[config.mk]
export PLATFORM = sky130hd
export DESIGN_NAME = ifft_r2_dit_iter
export DESIGN_NICKNAME = d
export VERILOG_FILES = /design/src/rtl/fft_pkg.sv /design/src/rtl/ifft_butterfly.sv /design/src/rtl/ifft_r2_dit_iter.sv
export SDC_FILE = /design/constraint.sdc
export NUM_CORES = 2
export LEC_CHECK = 0
export CAP_MARGIN = 10
export CORE_ASPECT_RATIO = 1.1
export CORE_MARGIN = 2
export CORE_UTILIZATION = 25
export CTS_CLUSTER_DIAMETER = 100
export DETAILED_ROUTE_END_ITERATION = 12
export MAX_ROUTING_LAYER = met4
export SLEW_MARGIN = 10
export SYNTH_ARGS = -nofsm -noshare
export SYNTH_HDL_FRONTEND = slang
export SYNTH_SLANG_ARGS = --single-unit
[constraint.sdc]
create_clock -name clk -period 31.1 [get_ports clk]
set_input_delay 4.665 -clock clk [delete_from_list [all_inputs] [get_ports clk]]
set_output_delay 4.665 -clock clk [all_outputs]
set_load 0.03 [all_outputs]
[src/rtl/fft_pkg.sv]
// Shared types and helpers for the iterative radix-2 IFFT.
package fft_pkg;

  typedef enum logic [1:0] {
    IDLE = 2'd0,
    LOAD = 2'd1,
    CALC = 2'd2,
    DUMP = 2'd3
  } state_t;

  // Twiddles carry a sign bit and one integer bit; the rest are fraction bits.
  localparam int TW_INT_BITS = 2;

  function automatic int unsigned bitrev(input int unsigned x, input int unsigned bits);
    int unsigned r;
    r = 0;
    for (int unsigned b = 0; b < bits; b++) begin
      r = (r << 1) | ((x >> b) & 32'd1);
    end
    return r;
  endfunction

endpackage

[src/rtl/ifft_butterfly.sv]
// Combinational radix-2 DIT butterfly: x = a + b*w, y = a - b*w.
// With IFFT_SCALE_EN defined each output is halved; both paths saturate to DATA_WIDTH.
module ifft_butterfly
  import fft_pkg::*;
#(
  parameter int DATA_WIDTH = 20,
  parameter int TW_WIDTH   = 16
) (
  input  logic signed [DATA_WIDTH-1:0] a_r,
  input  logic signed [DATA_WIDTH-1:0] a_i,
  input  logic signed [DATA_WIDTH-1:0] b_r,
  input  logic signed [DATA_WIDTH-1:0] b_i,
  input  logic signed [TW_WIDTH-1:0]   w_r,
  input  logic signed [TW_WIDTH-1:0]   w_i,
  output logic signed [DATA_WIDTH-1:0] x_r,
  output logic signed [DATA_WIDTH-1:0] x_i,
  output logic signed [DATA_WIDTH-1:0] y_r,
  output logic signed [DATA_WIDTH-1:0] y_i
);

  localparam int PW   = DATA_WIDTH + TW_WIDTH + 1;
  localparam int FRAC = TW_WIDTH - TW_INT_BITS;
  localparam logic signed [PW-1:0] MAX_V = {{(PW-DATA_WIDTH+1){1'b0}}, {(DATA_WIDTH-1){1'b1}}};
  localparam logic signed [PW-1:0] MIN_V = ~MAX_V;

  function automatic logic signed [DATA_WIDTH-1:0] sat(input logic signed [PW-1:0] v);
    if (v > MAX_V) return MAX_V[DATA_WIDTH-1:0];
    if (v < MIN_V) return MIN_V[DATA_WIDTH-1:0];
    return v[DATA_WIDTH-1:0];
  endfunction

  logic signed [PW-1:0] ar, ai, br, bi, wr, wi, p_r, p_i, s0_r, s0_i, s1_r, s1_i;

  always_comb begin
    ar   = PW'(a_r);
    ai   = PW'(a_i);
    br   = PW'(b_r);
    bi   = PW'(b_i);
    wr   = PW'(w_r);
    wi   = PW'(w_i);
    p_r  = (br * wr - bi * wi) >>> FRAC;
    p_i  = (br * wi + bi * wr) >>> FRAC;
    s0_r = ar + p_r;
    s0_i = ai + p_i;
    s1_r = ar - p_r;
    s1_i = ai - p_i;
`ifdef IFFT_SCALE_EN
    s0_r = s0_r >>> 1;
    s0_i = s0_i >>> 1;
    s1_r = s1_r >>> 1;
    s1_i = s1_i >>> 1;
`endif
    x_r = sat(s0_r);
    x_i = sat(s0_i);
    y_r = sat(s1_r);
    y_i = sat(s1_i);
  end

endmodule

[src/rtl/ifft_r2_dit_iter.sv]
// Iterative in-place radix-2 DIT IFFT, one butterfly per cycle, N = 2**POW points.
// Define IFFT_SCALE_EN for a 1/N scaled result; otherwise write-backs saturate unscaled.
//
// state | meaning
// IDLE  | waiting for valid_in; first sample written on acceptance
// LOAD  | remaining N-1 samples written in bit-reversed order
// CALC  | POW*N/2 butterflies, stage by stage
// DUMP  | memory streamed out in natural order
module ifft_r2_dit_iter
  import fft_pkg::*;
#(
  parameter int DATA_WIDTH = 20,
  parameter int POW        = 4,
  parameter int TW_WIDTH   = 16
) (
  input  logic                         clk,
  input  logic                         rst,
  input  logic                         valid_in,
  input  logic signed [DATA_WIDTH-1:0] sink_r,
  input  logic signed [DATA_WIDTH-1:0] sink_i,
  output logic                         busy,
  output logic                         valid_out,
  output logic signed [DATA_WIDTH-1:0] source_r,
  output logic signed [DATA_WIDTH-1:0] source_i
);

  localparam int N    = 1 << POW;
  localparam int FRAC = TW_WIDTH - TW_INT_BITS;
  localparam int SW   = (POW > 1) ? $clog2(POW) : 1;
  localparam int JW   = POW - 1;
  localparam logic [POW-1:0] ONE = POW'(1);
  localparam real PI_R = 3.141592653589793;

  state_t          state, state_nx;
  logic [POW-1:0]  cnt, load_addr;
  logic [JW-1:0]   bf, k_idx;
  logic [SW-1:0]   stage;
  logic            accept, cnt_last, bf_last;
  logic [POW-1:0]  bf_ext, span_bit, pos, a_idx, b_idx;

  logic signed [DATA_WIDTH-1:0] mem_r [N];
  logic signed [DATA_WIDTH-1:0] mem_i [N];
  logic signed [TW_WIDTH-1:0]   tw_r [N/2];
  logic signed [TW_WIDTH-1:0]   tw_i [N/2];
  logic signed [DATA_WIDTH-1:0] x_r, x_i, y_r, y_i;

  // Conjugate twiddles e^{+j*2*pi*k/N}, rounded to nearest at elaboration.
  for (genvar k = 0; k < N/2; k++) begin : g_tw
    localparam real ANG = 2.0 * PI_R * real'(k) / real'(N);
    localparam real CR  = $cos(ANG) * real'(1 << FRAC);
    localparam real CI  = $sin(ANG) * real'(1 << FRAC);
    localparam int  CRI = (CR < 0.0) ? -$rtoi(0.5 - CR) : $rtoi(CR + 0.5);
    localparam int  CII = (CI < 0.0) ? -$rtoi(0.5 - CI) : $rtoi(CI + 0.5);
    assign tw_r[k] = TW_WIDTH'(CRI);
    assign tw_i[k] = TW_WIDTH'(CII);
  end

  assign accept    = (state == IDLE) && valid_in && !busy;
  assign cnt_last  = (cnt == '1);
  assign bf_last   = (bf == '1) && (stage == SW'(POW - 1));
  assign load_addr = POW'(bitrev(32'(cnt), POW));

  // Butterfly j of a stage: a = group*2*span + (j mod span), b = a + span.
  always_comb begin
    span_bit = ONE << stage;
    bf_ext   = {1'b0, bf};
    pos      = bf_ext & (span_bit - ONE);
    a_idx    = ((bf_ext & ~(span_bit - ONE)) << 1) | pos;
    b_idx    = a_idx | span_bit;
    k_idx    = JW'(pos << (SW'(POW - 1) - stage));
  end

  always_comb begin
    state_nx = state;
    case (state)
      IDLE:    if (accept)   state_nx = LOAD;
      LOAD:    if (cnt_last) state_nx = CALC;
      CALC:    if (bf_last)  state_nx = DUMP;
      DUMP:    if (cnt_last) state_nx = IDLE;
      default: state_nx = IDLE;
    endcase
  end

  ifft_butterfly #(
    .DATA_WIDTH (DATA_WIDTH),
    .TW_WIDTH   (TW_WIDTH)
  ) u_bfly (
    .a_r (mem_r[a_idx]),
    .a_i (mem_i[a_idx]),
    .b_r (mem_r[b_idx]),
    .b_i (mem_i[b_idx]),
    .w_r (tw_r[k_idx]),
    .w_i (tw_i[k_idx]),
    .x_r (x_r),
    .x_i (x_i),
    .y_r (y_r),
    .y_i (y_i)
  );

  always_ff @(posedge clk) begin
    if (rst) begin
      state     <= IDLE;
      cnt       <= '0;
      bf        <= '0;
      stage     <= '0;
      busy      <= 1'b0;
      valid_out <= 1'b0;
      source_r  <= '0;
      source_i  <= '0;
    end else begin
      state <= state_nx;
      // Held through the cycle that presents the last output sample.
      busy      <= (state_nx != IDLE) || (state == DUMP);
      valid_out <= (state == DUMP) && (cnt == '0);
      source_r  <= (state == DUMP) ? mem_r[cnt] : '0;
      source_i  <= (state == DUMP) ? mem_i[cnt] : '0;
      case (state)
        IDLE:       cnt <= accept ? ONE : '0;
        LOAD, DUMP: cnt <= cnt + ONE;
        CALC: begin
          bf <= bf + JW'(1);
          if (bf == '1) stage <= bf_last ? '0 : stage + SW'(1);
        end
        default: ;
      endcase
    end
  end

  always_ff @(posedge clk) begin
    if (accept || (state == LOAD)) begin
      mem_r[load_addr] <= sink_r;
      mem_i[load_addr] <= sink_i;
    end else if (state == CALC) begin
      mem_r[a_idx] <= x_r;
      mem_i[a_idx] <= x_i;
      mem_r[b_idx] <= y_r;
      mem_i[b_idx] <= y_i;
    end
  end

endmodule

==> results.sh <==
export IMPL_status="completed"
export IMPL_synth_top_area_share=0.286
export IMPL_path_max_fanout=52
export IMPL_setup_viol=0
export IMPL_die_area_um2=375000
export IMPL_die_h_um=642
export IMPL_pin_count=85
export IMPL_core_area_um2=369000
export IMPL_switching_share=0.311
export IMPL_critPathMaxStageDelay_ns=1.02
export IMPL_post_route_period_util=0.582
export IMPL_slew_violations=0
export IMPL_place_gp_congestion=1.01
export IMPL_die_w_um=584
export IMPL_start_util=0.251
export IMPL_cts_hold_buf=0
export IMPL_post_cts_buffers=0
export IMPL_yosysTopAreaCell="fa_1"
export IMPL_ys_ff_latch=693
export IMPL_placed_cells=13400
export IMPL_rows=234
export IMPL_synth_most_common_cell="inv_1"
export IMPL_synth_common_cells="inv_1 (1609), fa_1 (1322), nor2_1 (766)"
export IMPL_nNetsFinal=10400
export IMPL_finClkSkew_ns=0.0284
export IMPL_grt_max_degree=118
export IMPL_hold_viol=0
export IMPL_crit_top_cell="fa_1"
export IMPL_h_tree_depth=3
export IMPL_drtPass1Iterations=9
export IMPL_synth_area_leaders="fa_1 (29%), edfxtp_1 (21%), mux4_2 (9.7%)"
export IMPL_antenna_found_initial=20
export IMPL_drt_antenna_violating_nets=0
export IMPL_required_ns=31.48
export IMPL_setup_tns_ns=0
export IMPL_clkSlewWorstSetupHoldPaths_ns=0.07
export IMPL_hpwl_mm=279
export IMPL_synth_cells=8875
export IMPL_cts_resized=0
export IMPL_synthDistinctLibCells=107
export IMPL_drive_gt1_frac=0.107
export IMPL_post_route_min_period_ns=18.11
export IMPL_power_frac_seq=0.417
export IMPL_fin_cells=13500
export IMPL_max_freq_mhz=55.2
export IMPL_drt_wirelength_per_cell_um=28.2
export IMPL_synth_edf_count=640
export IMPL_clk_latency_ns=0.71
export IMPL_timing_worst_setup_path_type="reg2reg"
export IMPL_synthToLayoutAreaGrowth_pct=9.42
export IMPL_grt_setup_unrepaired="false"
export IMPL_async_flop_share=0
export IMPL_p_comb_frac=0.210
export IMPL_drc=0
export IMPL_end_kind="flip-flop"
export IMPL_vias=74600
export IMPL_intPower_w=0.00174
export IMPL_slowest_stage="nand2_1"
export IMPL_portBuffers=84
export IMPL_syn_area_per_cell_um2=10.4
export IMPL_vias_per_cell=5.52
export IMPL_yosys_warnings=0
export IMPL_synth_seq_area_share=0.219
export IMPL_clkPwrFrac=0.373
export IMPL_initialDrtViolationCount=10900
export IMPL_clk_path_buf_depth=3
export IMPL_grt_remaining_overflow=0
export IMPL_hold_path_class="reg2reg"
export IMPL_peakVddDrop_mv=0.0405
export IMPL_netlist_area_um2=92500
export IMPL_maxCapViolations=0
export IMPL_relSlewSlack=0.113
export IMPL_root_buffer="clkbuf_16"
export IMPL_clock_sinks=693
export IMPL_synth_ff_type="edfxtp_1"
export IMPL_leakagePower_nw=41.1
export IMPL_tightest_slew_ns=1.33
export IMPL_grt_pass1_wl_mm=542
export IMPL_routed_wirelength_mm=381
export IMPL_cts_buffers=74
export IMPL_grt_util_all_layers=0.205
export IMPL_grt_pass1_vias=74600
export IMPL_cp_start_kind="flip-flop"
export IMPL_switching_power_w=0.000786
export IMPL_p_per_area_nw_per_um2=25.0
export IMPL_arrival_ns=18.50
export IMPL_syn_num_nets=10700
export IMPL_cts_tree="done"
## layout by cell type (no fill, tap or decap), drive strengths merged, types with 53 or more instances in the layout
cell              n
nand3            77
buf             172
dfxtp            53
o21ai           233
xnor2           126
edfxtp          640
nand2b           64
a21oi           169
a21o             57
nand2           695
nor3            135
ha              460
inv            1619
o22a             80
clkbuf           91
fa             1322
mux4            400
nor2            789
o22ai            86
a22oi           411
clkdlybuf4s50    84
nor2b            68
o221ai          296
## worst max-delay path: cells and delay by family, from the launching register on
kind | cells | cell delay [ns]
flip-flops | 1 | 0.43
multiplexers | 1 | 0.13
XOR/XNOR | 1 | 0.64
AO/OA/AOI/OAI | 8 | 2.78
AND/OR/NAND/NOR | 14 | 6.24
adder cells (fa/ha/maj) | 11 | 5.66
buffers and inverters | 7 | 1.77
## cell type report
cell class / instances / area (µm²)
sequential: 693 / 20300
antenna: 19 / 47.5
fill: 38600 / 268000
tap: 4838 / 6050
multi-input combinational: 5966 / 64100
clock buffer: 90 / 1950
clock inverter: 45 / 480
timing repair buffer: 257 / 2200
inverter: 1610 / 6040
## state kept, by name, summed over array words and instances (netlist names)
register,flops
busy,1
source_i,20
state,2
valid_out,1
mem_i,320
source_r,20
bf,3
stage,2
cnt,4
mem_r,320
## final timing paths
check | from | endpoint | slack, ns | cells past startpoint
setup reg to reg | stage[1]$_SDFFE_PP0P_ | mem_i[9][15]$_DFFE_PP_ | 12.99 | 42
hold reg to reg | bf[2]$_SDFFE_PP0P_ | bf[2]$_SDFFE_PP0P_ | 0.64 | 2
hold / removal | bf[2]$_SDFFE_PP0P_ | bf[2]$_SDFFE_PP0P_ | 0.64 | 2
setup / recovery | stage[1]$_SDFFE_PP0P_ | mem_i[9][15]$_DFFE_PP_ | 12.99 | 42
## power groups by stage
stage | sequential (W) | clock, W | combinational (W)
2_1_floorplan | 0.00107 | 0 | 0.000355
3_3_place_gp | 0.00107 | 0 | 0.000507
3_5_place_dp | 0.00107 | 0 | 0.000508
4_1_cts | 0.00105 | 0.000936 | 0.000511
5_1_grt | 0.00105 | 0.000970 | 0.000556
6_report | 0.00105 | 0.000942 | 0.000530
## per-stage QoR
stage	hold WS [ns]	total power, W	setup WS (ns)	util	area (µm²)
finish	0.635	0.00253	12.99	0.274	101000
global route	0.670	0.00258	12.44	0.274	101000
global placement	0.599	0.00158	13.73	0.267	98700
detailed placement	0.608	0.00158	13.54	0.267	98700
floorplan	0.468	0.00142	18.00	-	92500
CTS	0.630	0.00250	13.51	0.274	101000
## kinds of logic (layout without fill, tap and decap cells)
kind of cell	Yosys count	after routing	synth area share
buffers and inverters	2216	2002	0.0939
xor gates and xnor gates	172	172	0.0164
AOI/OAI and AO/OA	1564	1564	0.125
other	0	19	0
adders and majority gates	1782	1782	0.348
muxes	428	428	0.100
and+or+nand+nor	2020	2020	0.0970
DFF	693	693	0.219
## layer usage
metal / share of wire / track usage
met1: 0.35 / 0.243
met3: 0.12 / 0.0585
met4: 0.081 / 0.129
met5: 0 / -
met2: 0.44 / 0.304
Note: power is estimated with default switching activity, not from simulation.
